## config.mk

```make
export PLATFORM = sky130hd
export DESIGN_NAME = neuron_layer_seq
export DESIGN_NICKNAME = d
export VERILOG_FILES = /design/src/rtl/neuron_layer_seq.sv
export SDC_FILE = /design/constraint.sdc
export NUM_CORES = 1
export LEC_CHECK = 0
export CAP_MARGIN = 5
export CORE_UTILIZATION = 41
export CTS_CLUSTER_SIZE = 25
export DETAILED_ROUTE_END_ITERATION = 10
export PLACE_DENSITY_LB_ADDON = 0.2
export SLEW_MARGIN = 20
export SYNTH_ARGS = -nofsm -noshare
export SYNTH_HDL_FRONTEND = slang
export SYNTH_SLANG_ARGS = --single-unit
```

## constraint.sdc

```tcl
create_clock -name clk -period 1.7 [get_ports clk]
set_input_delay 0.34 -clock clk [delete_from_list [all_inputs] [get_ports clk]]
set_output_delay 0.34 -clock clk [all_outputs]
set_load 0.05 [all_outputs]
```

## src/rtl/neuron_layer_seq.sv

```systemverilog
// Layer sequencer: time-multiplexes one neuron datapath over N_NEURONS weight vectors.
// Optional macro NEURON_LAYER_SEQ_STALL_EN adds a 'stall' input that freezes the pass.
module neuron_layer_seq #(
  parameter int N         = 8,
  parameter int N_NEURONS = 16,
  parameter int ADDR_W    = 4
) (
  input  logic              clk,
  input  logic              rst,
  input  logic              start,
`ifdef NEURON_LAYER_SEQ_STALL_EN
  input  logic              stall,
`endif
  output logic              busy,
  output logic              done,
  output logic              x_ld,
  output logic              w_rd,
  output logic [ADDR_W-1:0] w_addr,
  output logic              neuron_en,
  input  logic [N-1:0]      neuron_out,
  output logic              y_we,
  output logic [ADDR_W-1:0] y_addr,
  output logic [N-1:0]      y_data
);

  typedef enum logic [1:0] {
    S_IDLE,
    S_FILL,
    S_DRAIN
  } state_t;

  localparam logic [ADDR_W-1:0] LAST_IDX = ADDR_W'(N_NEURONS - 1);

  state_t            r_state;
  state_t            w_next;
  logic [ADDR_W-1:0] r_issue;
  logic [ADDR_W-1:0] r_wr_cnt;
  logic              r_s1;
  logic              r_s2;
  logic              r_s3;
  logic              r_done;
  logic              w_stall;
  logic              w_run;
  logic              w_accept;
  logic              w_issue;
  logic              w_last_wr;

`ifdef NEURON_LAYER_SEQ_STALL_EN
  assign w_stall = stall;
`else
  assign w_stall = 1'b0;
`endif

  assign w_run     = ~w_stall;
  assign w_accept  = (r_state == S_IDLE) && start && w_run;
  assign w_issue   = (r_state == S_FILL);
  // Final write is the cycle where only s3 is still valid in the pipeline.
  assign w_last_wr = r_s3 && !r_s2 && !r_s1;

  always_comb begin
    // NOTE: default assigned first so no path through the case leaves w_next unassigned (no latch).
    w_next = r_state;
    case (r_state)
      S_IDLE:  if (w_accept) w_next = S_FILL;
      S_FILL:  if (w_run && (r_issue == LAST_IDX)) w_next = S_DRAIN;
      S_DRAIN: if (w_run && w_last_wr) w_next = S_IDLE;
      default: w_next = S_IDLE;
    endcase
  end

  always_ff @(posedge clk or posedge rst) begin
    // NOTE: state uses non-blocking assignments so every register samples pre-edge values.
    if (rst) begin
      r_state  <= S_IDLE;
      r_issue  <= '0;
      r_wr_cnt <= '0;
      r_s1     <= 1'b0;
      r_s2     <= 1'b0;
      r_s3     <= 1'b0;
      r_done   <= 1'b0;
    end else if (w_run) begin
      r_state <= w_next;
      r_s1    <= w_issue;
      r_s2    <= r_s1;
      r_s3    <= r_s2;
      r_done  <= (r_state == S_DRAIN) && w_last_wr;
      if (w_accept)
        r_issue <= '0;
      else if (w_issue)
        r_issue <= r_issue + 1'b1;
      if (w_accept)
        r_wr_cnt <= '0;
      else if (r_s3)
        r_wr_cnt <= r_wr_cnt + 1'b1;
    end
  end

  assign busy      = (r_state != S_IDLE);
  assign x_ld      = w_accept && !rst;
  assign w_rd      = w_issue && w_run;
  assign w_addr    = r_issue;
  assign neuron_en = (r_s1 || r_s2) && w_run;
  assign y_we      = r_s3 && w_run;
  assign y_addr    = r_wr_cnt;
  assign y_data    = neuron_out;
  assign done      = r_done && w_run;

endmodule

```

### Word-level counts from Yosys, hierarchy flattened

Index checks and enable logic that the tools add are counted.

* output and inout port bits: 22
* register bits after elaboration: 14

* mux-type cells: 8
* reduce and logical (&&, ||, !) cells: 14
* add/sub/neg operators: 2
* eq/ne operators: 6

Operators with widths (count)
* $mux W4: 4
* $add A4 B1 Y4 const B: 2
* $mux W2: 3
* $pmux W2 S3: 1
* $reduce_bool A2 Y1: 3
* $logic_and A1 B1 Y1: 5
* $eq A4 B4 Y1 const B: 1
* $ne A2 B2 Y1 const B: 2
* $logic_not A1 Y1: 3
* $reduce_and A3 Y1: 1
* $eq A2 B1 Y1 const B: 1
* $eq A2 B2 Y1 const B: 1
* $logic_not A2 Y1: 1
* $ne A2 B1 Y1 const B: 1
* $logic_or A1 B1 Y1: 1

### Longest topological paths before layout

* depth after elaboration: 5
* depth in mapped cells: 4

### Worst setup path after synthesis

OpenSTA, ideal clock, no wires.

* path type: reg-to-output
* from: reg r_state[0]
* to: out x_ld
* required time: 1.360 ns
* stages on the path, launching flop included: 4
* path buffers: 0
* setup slack: 0.072 ns
* arrival: 1.288 ns
* path through: dfrtp_1 -> nor2_1 -> nand2_1 -> nor2_1

* longest elaborated chain between the ends: 3

Ends and longest elaborated chain
* from (decl): RTL line 34 `state_t r_state;`
* from (signal assigned): RTL line 82 `r_state <= w_next;`
* $logic_not A2 Y1: RTL line 55 `assign w_accept = (r_state == S_IDLE) && start && w_run;`
* $logic_and A1 B1 Y1: RTL line 55
* $logic_and A1 B1 Y1: RTL line 99 `assign x_ld = w_accept && !rst;`
* to (decl): RTL line 16 `output logic x_ld,`

Every way passes these cells.

### Final worst setup path

* from: in start
* to: out x_ld

* longest elaborated chain between the ends: 2

Ends and longest elaborated chain
* from (decl): RTL line 10 `input logic start,`
* $logic_and A1 B1 Y1: RTL line 55
* $logic_and A1 B1 Y1: RTL line 99

Every way passes these cells.

==> flow_metrics.py <==
metrics = {
    "status": {
        "status": "complete, no violations",
    },
    "layout": {
        "syn2layout_area_growth_pct": 24.4,
        "fill_cells": 139,
        "n_antenna_cell": 0,
        "layout-drive-gt1-share": 0.307,
        "nNetsFinal": 90,
    },
    "logic_synthesis": {
        "ys_seq_elements": 14,
        "ys_types": 25,
        "yosys-top-cells-count": "14 x dfrtp_1, 8 x buf_4, 7 x nand2_1, 7 x nor2_1, 3 x inv_1",
        "yosysWarnings": 0,
        "synthCells": 64,
        "yosysTopAreaCellShare": 0.525,
        "synth_top_area_cell": "dfrtp_1",
        "ys.flop_type": "dfrtp_1",
        "yosysMostFrequentCell": "dfrtp_1",
        "seq_area_frac_synth": 0.525,
        "synth.area.top_cells": "dfrtp_1 53%, buf_4 9.0%, nand2_1 3.9%",
        "async_flop_share": 1.00,
        "synth-edff-count": 0,
        "synthesis.nets": 77,
        "syn_area_per_cell_um2": 10.4,
        "synth_area_um2": 667,
    },
    "clock_network": {
        "cts_resized": 0,
        "cts.sinks": 14,
        "cts_tree": "built",
        "clk_pin_slew_ns": 0.07,
        "cts_buffers": 3,
        "htreeDepth": 1,
        "clock-root-buffer": "clkbuf_4",
        "postCtsSetupRepairBufs": 0,
        "cts_max_path_buffers": 2,
        "clock_latency_ns": 0.27,
        "cts-hold-fix-buffers": 0,
    },
    "routing": {
        "drtIter0Drc": 3,
        "first_pass_iters": 4,
        "route.final.wire_length_mm": 1.07,
        "vias": 453,
        "wire_per_inst_um": 11.8,
        "drcViolationCount": 0,
        "antenna_left": 0,
        "via_per_inst": 4.98,
    },
    "power_and_ir_drop": {
        "ir_worst_vdd_mv": 0.946,
        "powerDensity_nw_per_um2": 2360,
        "cellLeakagePower_nw": 0.412,
    },
    "global_routing": {
        "grt_max_degree": 15,
        "grt_usage": 0.137,
        "grt_pass1_vias": 423,
        "use_met3": 0.0259,
        "gr-total-overflow": 0,
        "top_usage_layer": "met2",
        "grt_pass1_wl_mm": 1.79,
        "grt_use_met1": 0.173,
        "use_met2": 0.194,
        "antenna_found_initial": 0,
    },
    "floorplanning": {
        "dieArea_um2": 1790,
        "coreArea_um2": 1510,
        "num_rows": 14,
        "die_h_um": 42.3,
        "initial_core_util": 0.443,
        "die_x_um": 42.3,
        "ioPinCount": 33,
    },
    "sta": {
        "post-route-min-period_ns": 1.59,
        "finalWorstSetupSlack_ns": 0.112,
        "clock.fmax_ghz": 0.630,
        "tns_ns": 0,
        "tightest_slew_ns": 0.515,
        "slew_viol_final": 0,
        "setup_viol": 0,
        "slew-limit-headroom": 0.657,
        "fin_crit_sh": 0.934,
        "fin_skew_ns": 0.00264,
        "hold_viol_final": 0,
        "rsz0062_at_grt": "false",
    },
    "critical_path": {
        "worstSetupPathType": "in2out",
        "arrival_ns": 1.25,
        "start_kind": "input pin",
        "crit_required_ns": 1.36,
        "crit_fanout": 3,
        "end_kind": "output pin",
    },
    "placed_design": {
        "preCtsSetupSlack_ns": 0.0581,
        "globalplace.congestion": 0.753,
        "port_buffers": 16,
    },
    "run": {
        "maxCapViolCount": 0,
    },
    "hold_path": {
        "hold_path.class": "reg2reg",
    },
}
metal layers:
layer,up-vias,share of wire
met4,0,0.028
met2,19,0.43
met1,205,0.47
met5,-,0
li1,223,-
met3,6,0.068
area by class of cell:
class	instances	area, µm²	area share
Clock buffer	3	22.5	0.0271
Inverter	4	17.5	0.0211
Multi-Input combinational cell	38	244	0.294
Sequential cell	14	350	0.422
Tap cell	16	20.0	0.0241
Timing Repair Buffer	16	175	0.211
power by group:
part           internal, mW  leakage, nW  total (mW)  switching, mW
Clock                0.0819       0.0138       0.177         0.0948
Sequential            0.472        0.166       0.621          0.150
Combinational         0.439        0.232        1.16          0.724
Total                 0.993        0.412        1.96          0.968
state kept, by name (all words and copies together), names as in the netlist:
signal   count
y_addr       4
done         1
r_s1         1
y_we         1
w_addr       4
r_state      2
r_s2         1
critical path, stage by stage:
cell and delay, ns:
clkdlybuf4s50_1 0.51, nand2_1 0.10, nor2_2 0.14, buf_12 0.15
metrics by stage:
step / utilization / hold WS (ns) / cell area, µm² / total power [mW] / instances
after CTS: 0.547 / 0.376 / 825 / 1.98 / 91
after global placement: 0.532 / 0.357 / 802 / 1.78 / 88
after floorplan: - / 0.229 / 667 / 1.44 / 64
after global routing: 0.551 / 0.387 / 830 / 2.08 / 91
after detailed placement: 0.532 / 0.357 / 802 / 1.79 / 88
final: 0.551 / 0.373 / 830 / 1.96 / 91
path summary, 6_finish.rpt:
kind / start / endpoint / slack [ns] / depth (start not counted)
min in group asynchronous: rst / w_addr[3]$_DFFE_PP0P_ / 0.44 / 2
worst min-delay path: r_s1$_DFF_PP0_ / r_s2$_DFF_PP0_ / 0.37 / 0
worst min register to register: r_s1$_DFF_PP0_ / r_s2$_DFF_PP0_ / 0.37 / 0
max in group asynchronous: rst / done$_DFF_PP0_ / 0.91 / 2
worst max-delay path: start / x_ld / 0.11 / 4
worst max register to register: w_addr[0]$_DFFE_PP0P_ / w_addr[2]$_DFFE_PP0P_ / 0.55 / 3
logic make-up after synthesis:
kind of cell	synth area share
buffers and inverters	0.116
AND/OR/NAND/NOR	0.178
adder cells (fa/ha/maj)	0.0375
multiplexers	0.0150
XOR/XNOR	0.0394
AO/OA/AOI/OAI	0.0882
flip-flops	0.525
layout by cell type, fill, tap and decap left out, drive strengths merged:
master and instances:
a21o 2, inv 4, nand2b 1, clkdlybuf4s50 2
xnor2 1, nor3 2, and2 1, o22ai 1
nand4 1, o21bai 2, nor2 7, nor2b 1
o21ai 2, or2b 1, xor2 2, a22o 1
buf 14, or2 1, dfrtp 14, clkbuf 3
mux2i 1, nand3 2, nand2 7, ha 2
No activity file was read; power rests on OpenSTA's default activity.
